### src/rtl/send_msg_param.sv
// send_msg_param: multi-field 4-phase Request/Ack message sender with Ack sync, timeout and done/error pulses
module send_msg_param #(
  parameter int DATA_W = 6,
  parameter int NUM_FIELDS = 6,
  parameter int SYNC_STAGES = 2,
  parameter int TIMEOUT_CYCLES = 4096,
  parameter logic [DATA_W-1:0] RST_CODE = '1,
  localparam int LEN_W = $clog2(NUM_FIELDS + 1)
) (
  input  logic                         clk,
  input  logic                         rst_n,
  input  logic                         interboard_rst,
  input  logic                         ctrl_en,
  input  logic [NUM_FIELDS*DATA_W-1:0] ctrl_msg,
  input  logic [LEN_W-1:0]             ctrl_len,
  input  logic                         Ack_in,
  output logic                         send_ready,
  output logic                         msg_done,
  output logic                         timeout_err,
  output logic                         Request_out,
  output logic [DATA_W-1:0]            inter_data_out
);
  localparam int IDX_W = NUM_FIELDS > 1 ? $clog2(NUM_FIELDS) : 1;
  localparam int CNT_W = TIMEOUT_CYCLES > 1 ? $clog2(TIMEOUT_CYCLES) : 1;
  typedef enum logic [1:0] {IDLE, SETUP, REQ, REL} state_t;
  state_t state, state_nx;
  logic [SYNC_STAGES-1:0] sync;
  logic [NUM_FIELDS*DATA_W-1:0] msg;
  logic [LEN_W-1:0] len, len_in;
  logic [IDX_W-1:0] idx;
  logic [CNT_W-1:0] cnt;
  logic ack_s, last, expired, done_nx, err_nx;
  assign ack_s = sync[SYNC_STAGES-1];
  assign last = LEN_W'(idx) == len - LEN_W'(1);
  assign expired = (TIMEOUT_CYCLES != 0) && (cnt == CNT_W'(TIMEOUT_CYCLES - 1));
  assign len_in = (ctrl_len == '0 || ctrl_len > LEN_W'(NUM_FIELDS)) ? LEN_W'(NUM_FIELDS) : ctrl_len;
  assign send_ready = state == IDLE;
  assign Request_out = state == REQ;
  // state register
  always_ff @(posedge clk or negedge rst_n) begin
    if (!rst_n) state <= IDLE;
    else state <= state_nx;
  end
  // next state and completion/abort pulse decode; interboard_rst overrides everything
  always_comb begin
    state_nx = state;
    done_nx = 1'b0;
    err_nx = 1'b0;
    if (interboard_rst) state_nx = IDLE;
    else case (state)
      IDLE: state_nx = ctrl_en ? SETUP : IDLE;
      SETUP: state_nx = REQ;
      REQ: begin
        state_nx = ack_s ? REL : expired ? IDLE : REQ;
        err_nx = !ack_s && expired;
      end
      REL: begin
        state_nx = !ack_s ? (last ? IDLE : SETUP) : expired ? IDLE : REL;
        done_nx = !ack_s && last;
        err_nx = ack_s && expired;
      end
      default: state_nx = IDLE;
    endcase
  end
  // synchroniser, message latch, field index, timeout counter and output data register
  always_ff @(posedge clk or negedge rst_n) begin
    if (!rst_n) begin
      sync <= '0;
      msg <= '0;
      len <= '0;
      idx <= '0;
      cnt <= '0;
      inter_data_out <= '0;
      msg_done <= 1'b0;
      timeout_err <= 1'b0;
    end else begin
      sync <= SYNC_STAGES'({sync, Ack_in});
      msg_done <= done_nx;
      timeout_err <= err_nx;
      if (interboard_rst) inter_data_out <= RST_CODE;
      else if (state == IDLE && ctrl_en) begin
        msg <= ctrl_msg;
        len <= len_in;
        idx <= '0;
      end else if (state == SETUP) begin
        inter_data_out <= msg[idx*DATA_W +: DATA_W];
        cnt <= '0;
      end else if (state == REQ || state == REL) begin
        cnt <= cnt + 1'b1;
        if (state == REL && !ack_s && !last) idx <= idx + 1'b1;
      end
    end
  end
endmodule

### config.mk
export PLATFORM = sky130hd
export DESIGN_NAME = send_msg_param
export DESIGN_NICKNAME = d
export VERILOG_FILES = /design/src/rtl/send_msg_param.sv
export SDC_FILE = /design/constraint.sdc
export NUM_CORES = 1
export LEC_CHECK = 0
export ABC_CLOCK_PERIOD_IN_PS = 2300
export CAP_MARGIN = 5
export CORE_MARGIN = 4
export CORE_UTILIZATION = 53
export CTS_CLUSTER_SIZE = 24
export DETAILED_ROUTE_END_ITERATION = 7
export PLACE_DENSITY = 0.8
export RECOVER_POWER = 25
export SYNTH_ARGS = -nofsm -noshare
export SYNTH_HDL_FRONTEND = slang
export SYNTH_SLANG_ARGS = --single-unit
### constraint.sdc
create_clock -name clk -period 2.3 [get_ports clk]
set_clock_uncertainty 0.05 [all_clocks]
set_input_delay 0.23 -clock clk [delete_from_list [all_inputs] [get_ports clk]]
set_output_delay 0.23 -clock clk [all_outputs]
set_load 0.01 [all_outputs]
# [Word level (Yosys, flattened, before mapping)]
# Index checks and enable logic that the tools add are counted.
[word_totals] register_bits=66 inputBits=44 out_inout_bits=10 elab_cells=66
[op_classes] add_sub_neg=3 mul=1 n_lt_le_gt_ge=1 n_eq_ne=7 n_shift=1 muxes=22 bitwise=2 n_reduce_logical=20
[op_table] operator="indexed part select 36 x 7 -> 6 bit" count=1
[op_table] operator="2-to-1 mux 12 bit" count=2
[op_table] operator="2-to-1 mux 6 bit" count=3
[op_table] operator="2-to-1 mux 3 bit" count=5
[op_table] operator="adder 12 x 1 -> 12 bit, second input constant" count=1
[op_table] operator="== test 12 bit, second input constant" count=1
[op_table] operator="2-to-1 mux 2 bit" count=5
[op_table] operator="case mux 2 bit (4 select lines)" count=1
[op_table] operator="nonzero test 2 bit" count=4
[op_table] operator="logical AND 1 bit" count=6
[op_table] operator="multiplier 3 x 2 -> 5 bit, second input constant" count=1
[op_table] operator="2-to-1 mux 1 bit" count=5
[op_table] operator="== test 2 bit, second input constant" count=2
[op_table] operator="!= test 2 bit, second input constant" count=2
[op_table] operator="AND reduction 2 bit" count=2
[op_table] operator="AND reduction 4 bit" count=1
[op_table] operator="adder 3 x 1 -> 3 bit, second input constant" count=1
[op_table] operator="== test 3 bit" count=1
[op_table] operator="greater-than comparator 3 bit, second input constant" count=1
[op_table] operator="logical NOT 3 bit" count=1
[op_table] operator="AND reduction 3 bit" count=1
[op_table] operator="subtractor 3 x 1 -> 3 bit, second input constant" count=1
[op_table] operator="== test 2 x 1 -> 1 bit, second input constant" count=1
[op_table] operator="logical NOT 1 bit" count=2
[op_table] operator="4 further kinds" count=6

# [Logic depth before layout (Yosys ltp)]
# Gate-level depths: netlist of the first run.
[logic_depth] depth_word=8 depth_mapped=7 ltp_nobuf=6

# [Least setup slack after synthesis of the first run]
# OpenSTA, ideal clock, no wires.
[synth_path] kind="register to register" from="register len[0]" to="register idx[0]" setup_ps=125 t_arrival_ps=1564 required_time_ps=2125 setup_slack_ps=561 path_stages_with_launch=7 n_path_buf=0 synth_period_minus_slack_ps=1739 cell_sequence="dfrtp_1 > inv_1 > ha_1 > xor2_1 > nand3_1 > and3_1 > mux2_4"
[synth_via] elab_chain_len=6
[synth_rtl] element="start: declaration" line="29" rtl="logic [LEN_W-1:0] len, len_in;"
[synth_rtl] element="start signal: assignment" line="83" rtl="len <= len_in;"
[synth_rtl] element="subtractor 3 x 1 -> 3 bit" line="34" rtl="assign last = LEN_W'(idx) == len - LEN_W'(1);"
[synth_rtl] element="== test 3 bit" line="34"
[synth_rtl] element="logical NOT 1 bit" line="90" rtl="if (state == REL && !ack_s && !last) idx <= idx + 1'b1;"
[synth_rtl] element="logical AND 1 bit" line="90"
[synth_rtl] element="nonzero test 2 bit (no source line)"
[synth_rtl] element="AND reduction 4 bit (no source line)"
[synth_rtl] element="end signal: assignment" line="90"
[synth_rtl] element="end: declaration" line="30" rtl="logic [IDX_W-1:0] idx;"
# Every way passes these cells.
# A chain may end at the register's enable or synchronous reset.

# [Worst setup path in the final report of the first run]
[layout_path] from="register state[1]" to="output port Request_out"
[layout_via] elab_chain_len=1
[layout_rtl] element="start: declaration" line="26" rtl="state_t state, state_nx;"
[layout_rtl] element="start signal: assignment" line="42" rtl="else state <= state_nx;"
[layout_rtl] element="== test 2 bit" line="38" rtl="assign Request_out = state == REQ;"
[layout_rtl] element="end: declaration" line="20" rtl="output logic Request_out,"
# Every way passes these cells.

==> impl_metrics.csv, run 1 <==
group,metric,value,unit
sta,finalCritPeriodShare,88.5,%
cts,numCtsBuffers,9,
sta,tightest_slew,1.43,ns
cells_and_area,layout_commonest_cell,"dfrtp_1",
routing,routedWlPerCell,16.0,µm
routing,drtIter0Drc,99,
logic_synthesis,mappedNetlistArea,0.00315,mm²
logic_synthesis,synthSimpleGateAreaFrac,9.89,%
sta,rsz0062_at_grt,"no",
logic_synthesis,synth-seq-cells,66,
run_status,status,"finished, final reports clean",
sta,worst_slack,0.265,ns
die,initial_core_util,55.8,%
sta,fmax,0.491,GHz
power_and_ir_drop,power.leakage,1.65,nW
cts,tritoncts,"yes",
grt,grt_use_total,18.5,%
setup_path,critPathMaxFanout,11,
place,io_buffers,53,
grt,antenna_found_initial,0,
place,place.gp.congestion,0.835,
logic_synthesis,synth_seq_area_share,52.4,%
logic_synthesis,avgSynthCellArea,12.6,µm²
sta,finalHoldViolations,0,
logic_synthesis,yosys.area_share.xor_xnor,3.22,%
setup_path,cp.required,2.02,ns
power_and_ir_drop,vdd_ir_drop_max,0.524,mV
logic_synthesis,syn_nets,297,
power_and_ir_drop,p_total,3.28,mW
sta,fin_tns_setup,0,ns
cts,cts_htree_levels,3,
cts,cts_root_buf,"clkbuf_8",
cells_and_area,seq_area,0.00165,mm²
setup_path,critPathKind,"flip-flop to output pin",
cts,post_cts_buffers,0,
cells_and_area,insertedDiodeCount,0,
die,core_area,0.00564,mm²
grt,grt_pass1_vias,2225,
sta,setup_viol,0,
setup_path,cp-end-kind,"output pin",
die,rows,27,
die,die_w,85.1,µm
logic_synthesis,synth_top_family_by_area,"multiplexers",
routing,drc,0,
power_and_ir_drop,pwr_density_cell,835,mW/mm²
logic_synthesis,netlist_instances,249,
place,dp_slack,0.356,ns
die,fp.dieArea,0.00724,mm²
cells_and_area,drive_gt1_share,14.8,%
cts,path_clk_slew,0.06,ns
sta,holdWs,0.300,ns
routing,via_count,2107,
sta,relSlewSlack,4.66,%
place,hpwl,4380,µm
routing,dr.pass1.iters,4,
logic_synthesis,ys_types,42,
die,die_y,85.1,µm
cells_and_area,multiInputGateArea,0.00138,mm²
grt,grt_pass1_wl,10500,µm
sta,fin_crit,2.03,ns
cts,clockBufferDepth,2,
cells_and_area,area_growth,24.8,%
cts,insertion_delay,0.34,ns
sta,slew_viol_final,0,
setup_path,r2r-start,"len[0]",
cells_and_area,nNetsFinal,353,
cells_and_area,fill_cells,397,
setup_path,critPathLaunch,"state[1]",
cells_and_area,mostFrequentLayoutCells,"dfrtp_1, clkdlybuf4s50_1, mux2_1",
logic_synthesis,synthAdderAreaFrac,1.59,%
routing,routed_wirelength,6110,µm
die,pin_count,54,
flow_run,max_cap_violations,0,
worst_hold_path,hp-start,"sync[0]",
grt,grt_max_degree,67,
routing,antenna_left,0,
logic_synthesis,synth_compound_area_share,8.66,%
logic_synthesis,muxShareOfSynthArea,20.2,%
logic_synthesis,ys_warn_count,0,
routing,routed_via_density,5.52,
worst_hold_path,hold_class,"flip-flop to flip-flop",
grt,gr-total-overflow,0,
setup_path,crit_path_start_kind,"flip-flop",
cts,clock_sinks,66,
setup_path,worst_ep_arrival_time,1.75,ns
==> through the flow <==
step           instances  util, %  instance area (µm²)
2_1_floorplan        249        -                 3150
4_1_cts              382     69.9                 3940
3_5_place_dp         365     66.2                 3740
5_1_grt              382     69.6                 3930
3_3_place_gp         365     66.2                 3740
6_report             382     69.6                 3930
==> final cells by class <==
class | count | share of cell area [%]
Sequential cell | 66 | 42.0
Multi-Input combinational cell | 163 | 35.1
Clock inverter | 2 | 0.892
Inverter | 5 | 0.478
Tap cell | 72 | 2.29
Timing Repair Buffer | 60 | 15.0
Clock buffer | 14 | 4.14
==> state kept, by name (all words and copies together), names as in the netlist <==
signal / flops
cnt: 12
idx: 3
inter_data_out: 6
len: 3
msg: 36
msg_done: 1
state: 2
sync: 2
timeout_err: 1
==> Yosys cell counts, drive strengths merged <==
cell type	count	share of area (%)
a21oi	10	1.6
a22o	3	0.83
a31oi	1	0.68
a41oi	1	0.28
and2	1	0.20
and3	5	0.99
and4	1	0.28
buf	13	3.1
clkbuf	2	0.24
dfrtp	66	52
ha	4	1.6
inv	5	0.60
mux2	38	14
mux2i	7	2.2
mux4	6	4.3
nand2	15	1.8
nand2b	3	0.60
nand3	5	0.79
nand4	4	0.79
nor2	15	1.8
nor2b	4	0.79
nor3	3	0.48
nor3b	1	0.60
o211a	1	0.32
o211ai	6	1.4
o21a	6	1.4
o21ai	6	0.95
o21ba	1	0.32
o21bai	1	0.36
o221ai	1	0.28
o22ai	1	0.20
or2	1	0.20
or3	3	0.60
xnor3	1	0.75
xor2	8	2.5
==> path summary, 6_finish.rpt <==
| path | to | slack, ns | cells after the start |
|---|---|---|---|
| setup reg to reg | idx[0] | 0.38 | 6 |
| min in group asynchronous | cnt[4] | 0.82 | 3 |
| hold reg to reg | sync[1] | 0.30 | 0 |
| setup / recovery | Request_out | 0.27 | 2 |
| max in group asynchronous | msg[25] | 0.52 | 3 |
| hold / removal | sync[1] | 0.30 | 0 |
==> power breakdown <==
| group | switching, mW | internal (mW) | leakage (nW) | total (mW) |
|---|---|---|---|---|
| logic | 0.293 | 0.426 | 0.752 | 0.719 |
| registers | 0.171 | 1.43 | 0.796 | 1.60 |
| clock network | 0.405 | 0.560 | 0.101 | 0.965 |
| total | 0.869 | 2.41 | 1.65 | 3.28 |
==> kinds of logic (layout without fill, tap and decap cells) <==
group           count (synthesis)  in the layout
fa+ha+maj                       4              4
buf+inv                        20             81
simple gates                   61             61
xor+xnor                        9              9
flops                          66             66
mux                            51             51
compound gates                 38             38
==> worst max-delay path: stages (launching register included) <==
cell,delay (ns)
dfrtp_1,0.57
nor2b_1,0.28
clkdlybuf4s50_1,0.58
==> per-layer routing <==
metal / vias to the layer above / track usage, % / routed length, µm
met4: 0 / 9.06 / 148
met2: 46 / 29.9 / 3020
li1: 1000 / - / -
met3: 12 / 3.50 / 220
met5: - / 0 / 0
met1: 1049 / 24.1 / 2720
==> timing repair <==
action	4_1_cts	5_1_grt
endpoints found under the setup margin	0	0
hold buffers	1	0
hold endpoints to repair	66	0
resized for setup	0	0
(Power assumes the default switching activity.)
==> run 2, diff against run 1 <==
- CORE_UTILIZATION: 53 -> 44
- PLACE_DENSITY: 0.8 -> 0.68
==> run 2 against run 1 <==
Against the previous run: register-to-register slack hardly changed; utilization is 11 points lower; worst setup slack better by 0.011 ns; die area is 18% higher; clock power is 22% higher; critical endpoint unchanged.
==> impl_metrics.csv, run 2 (synthesis results as in run 1) <==
group,metric,value,unit
cts,post_cts_buffers,0,
sta,fmax,0.494,GHz
cells_and_area,area_growth,27.8,%
flow_run,max_cap_violations,0,
run_status,status,"finished, final reports clean",
sta,finalCritPeriodShare,88.0,%
sta,fin_tns_setup,0,ns
cts,cts_hold_buf,1,
cts,cts_root_buf,"clkbuf_8",
setup_path,ff2ff_path_depth,6,
sta,setup_viol,0,
sta,relSlewSlack,12.7,%
cts,numCtsBuffers,9,
grt,grt_use_total,15.2,%
setup_path,critPathMaxFanout,11,
cts,clockBufferDepth,2,
routing,routed_wirelength,6020,µm
sta,fin_crit,2.02,ns
cts,cts_htree_levels,3,
die,pin_count,54,
sta,worst_slack,0.276,ns
power_and_ir_drop,internal_power,2.57,mW
sta,slew_viol_final,0,
cells_and_area,seq_area,0.00165,mm²
grt,gr-total-overflow,0,
place,hpwl,4320,µm
power_and_ir_drop,vdd_ir_drop_max,0.431,mV
cells_and_area,nNetsFinal,354,
worst_hold_path,hold_class,"flip-flop to flip-flop",
routing,via_count,2094,
power_and_ir_drop,p_seq_share,45.6,%
place,place.gp.congestion,0.774,
place,io_buffers,53,
power_and_ir_drop,pwr_density_cell,865,mW/mm²
grt,grt_pass1_wl,10100,µm
sta,rsz0062_at_grt,"no",
cells_and_area,fill_cells,572,
place,dp_slack,0.354,ns
cells_and_area,top_regs,"msg (36), cnt (12), inter_data_out (6)",
power_and_ir_drop,power_frac_comb,20.7,%
power_and_ir_drop,p_sw,909,µW
setup_path,cp.required,2.02,ns
grt,grt_max_degree,45,
setup_path,crit_path_start_kind,"flip-flop",
power_and_ir_drop,p_sw_share,26.1,%
routing,antenna_left,0,
cts,tritoncts,"yes",
cts,path_clk_slew,0.07,ns
cells_and_area,layout_commonest_cell,"dfrtp_1",
setup_path,slowest_delay,0.57,ns
power_and_ir_drop,power.leakage,1.67,nW
die,core_area,0.00687,mm²
cells_and_area,top_register,"msg",
power_and_ir_drop,p_total,3.48,mW
grt,antenna_found_initial,0,
die,die_y,92.6,µm
setup_path,path_depth,2,
sta,tightest_slew,1.31,ns
cts,clock_sinks,66,
setup_path,critical_path.slowest_cell,"clkdlybuf4s50_1",
cells_and_area,largest_reg_flops,36,
cts,insertion_delay,0.33,ns
routing,drc,0,
cells_and_area,multiInputGateArea,0.00138,mm²
power_and_ir_drop,p_clk_share,33.8,%
setup_path,critPathKind,"flip-flop to output pin",
die,die_w,92.6,µm
die,initial_core_util,45.8,%
routing,routed_via_density,5.14,
die,rows,30,
setup_path,cp_num_buf_inv,1,
setup_path,cp_top_family,"buffers and inverters",
cells_and_area,drive_gt1_share,15.8,%
grt,grt_pass1_vias,2109,
cells_and_area,insertedDiodeCount,0,
routing,routedWlPerCell,14.8,µm
worst_hold_path,worstHoldPathCells,0,
cts,cts_resized,0,
sta,finalHoldViolations,0,
routing,drtIter0Drc,70,
setup_path,worst_ep_arrival_time,1.74,ns
routing,dr.pass1.iters,4,
sta,holdWs,0.293,ns
setup_path,crit_chain,"nor2b_1 -> clkdlybuf4s50_1",
cells_and_area,mostFrequentLayoutCells,"dfrtp_1, clkdlybuf4s50_1, mux2_1",
die,fp.dieArea,0.00857,mm²
setup_path,cp-end-kind,"output pin",
[run 2: per-layer routing]
| metal | routed length, µm | GRT usage, % | up-vias |
|---|---|---|---|
| li1 | - | - | 1001 |
| met1 | 2880 | 20.9 | 1040 |
| met2 | 2820 | 23.1 | 44 |
| met3 | 232 | 3.17 | 9 |
| met4 | 92 | 6.68 | 0 |
| met5 | 0 | 0 | - |
[run 2: cell type report]
type | instances | share of cell area, %
inverter | 5 | 0.466
clock inverter | 7 | 2.92
timing repair buffer | 61 | 15.2
multi-input combinational | 163 | 34.3
sequential | 66 | 41.0
clock buffer | 9 | 3.08
tap | 96 | 2.99
[run 2: metrics by stage]
step,std cells,util (%),area (µm²)
2_1_floorplan,249,-,3150
3_3_place_gp,390,54.9,3770
3_5_place_dp,390,54.9,3770
4_1_cts,407,58.6,4030
5_1_grt,407,58.6,4020
6_report,407,58.6,4020
[run 2: path summary, 6_finish.rpt]
path	from	to	slack [ns]
setup / recovery	state[1]	Request_out	0.28
hold / removal	sync[0]	sync[1]	0.29
setup reg to reg	len[0]	idx[0]	0.39
hold reg to reg	sync[0]	sync[1]	0.29
max in group asynchronous	rst_n	inter_data_out[3]	0.70
min in group asynchronous	rst_n	cnt[1]	0.66
[run 2: power groups by stage]
| stage | Sequential, mW | Combinational [mW] | Clock, mW |
|---|---|---|---|
| floorplan | 1.55 | 0.522 | 0 |
| global placement | 1.60 | 0.711 | 0 |
| detailed placement | 1.61 | 0.729 | 0 |
| CTS | 1.59 | 0.733 | 1.19 |
| global route | 1.63 | 0.798 | 1.25 |
| finish | 1.59 | 0.720 | 1.18 |
==> run 3, diff against run 2 <==
- CORE_UTILIZATION: 44 -> 30
- PLACE_DENSITY: 0.68 -> not set
- SLEW_MARGIN: not set -> 20
==> run 3 against run 2 <==
Against the previous run: largest cell class unchanged; combinational power about the same; cell count increased by 9.8%; sequential power about the same; total power decreased by 5.0%; via count increased by 0.14%; sequential share of layout area about the same; non-clock buffer count unchanged; critical path type unchanged; worst setup slack got worse by 0.047 ns; clock power decreased by 15%; count of clock-buffer cells in the layout increased by 1.
==> impl_metrics.csv, run 3 (synthesis results as in run 1) <==
group,metric,value,unit
sta,tightest_slew,1.45,ns
die,fp.dieArea,0.0122,mm²
die,initial_core_util,30.6,%
routing,drc,0,
routing,drtIter0Drc,81,
cts,insertion_delay,0.34,ns
place,io_buffers,53,
worst_hold_path,hp-start,"sync[0]",
setup_path,cp_num_buf_inv,1,
cells_and_area,fin_cells,447,
sta,finalHoldViolations,0,
sta,fin_crit,2.07,ns
setup_path,critPathMaxFanout,11,
setup_path,slowest_delay,0.59,ns
sta,fmax,0.483,GHz
grt,grt_max_degree,67,
sta,slew_viol_final,0,
cells_and_area,top_register,"msg",
cells_and_area,top_regs,"msg (36), cnt (12), inter_data_out (6)",
cts,path_clk_slew,0.08,ns
cells_and_area,layout_commonest_cell,"dfrtp_1",
cells_and_area,insertedDiodeCount,0,
setup_path,cp-end-kind,"output pin",
routing,routedWlPerCell,14.5,µm
die,rows,37,
cells_and_area,nNetsFinal,354,
place,place.gp.congestion,0.801,
cts,clockBufferDepth,2,
power_and_ir_drop,power.leakage,1.66,nW
sta,relSlewSlack,3.47,%
sta,fin_tns_setup,0,ns
cts,post_cts_buffers,0,
setup_path,critPathLaunch,"state[1]",
setup_path,cp_top_family,"buffers and inverters",
die,core_area,0.0103,mm²
grt,grt_pass1_vias,2202,
sta,finalCritPeriodShare,90.1,%
routing,routed_via_density,4.69,
routing,antenna_left,0,
cts,numCtsBuffers,9,
setup_path,cp.required,2.02,ns
grt,gr-total-overflow,0,
grt,grt_use_total,11.1,%
setup_path,crit_path_start_kind,"flip-flop",
sta,rsz0062_at_grt,"no",
setup_path,crit_chain,"nor2b_1 -> clkdlybuf4s50_1",
cells_and_area,drive_gt1_share,16.1,%
run_status,status,"finished, final reports clean",
die,pin_count,54,
power_and_ir_drop,pwr_density_cell,823,mW/mm²
cts,cts_resized,0,
setup_path,critPathKind,"flip-flop to output pin",
cells_and_area,area_growth,27.7,%
cts,cts_hold_buf,1,
routing,via_count,2097,
die,die_y,110,µm
die,die_w,110,µm
cts,clock_sinks,66,
place,hpwl,4630,µm
routing,dr.pass1.iters,4,
cts,tritoncts,"yes",
setup_path,worst_ep_arrival_time,1.79,ns
flow_run,max_cap_violations,0,
cells_and_area,mostFrequentLayoutCells,"dfrtp_1, clkdlybuf4s50_1, mux2_1",
setup_path,critical_path.slowest_cell,"clkdlybuf4s50_1",
grt,antenna_found_initial,0,
worst_hold_path,hold_class,"flip-flop to flip-flop",
sta,setup_viol,0,
power_and_ir_drop,vdd_ir_drop_max,0.314,mV
cells_and_area,fill_cells,1006,
cells_and_area,largest_reg_flops,36,
grt,grt_pass1_wl,10900,µm
cts,cts_htree_levels,3,
setup_path,r2r-start,"len[0]",
routing,routed_wirelength,6480,µm
cts,cts_root_buf,"clkbuf_8",
place,place_inst,430,
==> run 3: cell types whose count changed in the layout (fill, tap and decap cells not counted) <==
| cell | before | now |
|---|---|---|
| bufinv_16 | 3 | 1 |
| buf_2 | 0 | 2 |
| clkinv_2 | 1 | 2 |
| clkinvlp_4 | 3 | 1 |
| inv_6 | 0 | 1 |
| clkbuf_8 | 9 | 10 |
| clkbuf_1 | 1 | 0 |
| clkinv_4 | 0 | 1 |
| buf_12 | 2 | 1 |
==> run 3: where the power goes <==
part,total [mW],internal [mW],switching [mW],leakage (nW)
Combinational,0.719,0.428,0.291,0.757
Clock,1.00,0.532,0.468,0.103
Sequential,1.59,1.43,0.165,0.796
Total,3.31,2.38,0.924,1.66
==> run 3: final timing paths <==
check / endpoint / slack, ns / depth (start not counted)
setup / recovery: Request_out / 0.23 / 2
hold / removal: sync[1] / 0.30 / 0
setup reg to reg: idx[0] / 0.38 / 6
hold reg to reg: sync[1] / 0.30 / 0
max in group asynchronous: len[0] / 0.51 / 3
min in group asynchronous: cnt[1] / 0.80 / 3
==> run 3: layout make-up <==
cell class | instances | area, µm² | share of cell area (%)
clock buffers | 10 | 138 | 3.42
multi-input cells | 163 | 1380 | 34.3
well taps | 136 | 170 | 4.23
repair buffers | 61 | 598 | 14.9
flip-flops and latches | 66 | 1650 | 41.1
clock inverters | 6 | 65.1 | 1.62
inverters | 5 | 18.8 | 0.467
==> run 3: metrics by stage <==
step | power [mW] | area, µm² | utilization (%) | hold WS [ns] | setup slack (ns)
after CTS | 3.36 | 4040 | 39.3 | 0.280 | 0.219
after global routing | 3.50 | 4020 | 39.1 | 0.315 | 0.116
after detailed placement | 2.35 | 3820 | 37.2 | 0.230 | 0.335
final | 3.31 | 4020 | 39.1 | 0.302 | 0.229
after global placement | 2.32 | 3820 | 37.2 | 0.225 | 0.351
after floorplan | 2.07 | 3150 | - | -0.116 | 0.561
==> run 3: layer usage <==
layer  global-route usage, %  vias up  routed length, µm
li1                        -      998                  -
met1                    14.5     1047               2980
met2                    17.2       46               3090
met3                    4.38        6                354
met4                    2.96        0                 57
met5                       0        -                  0
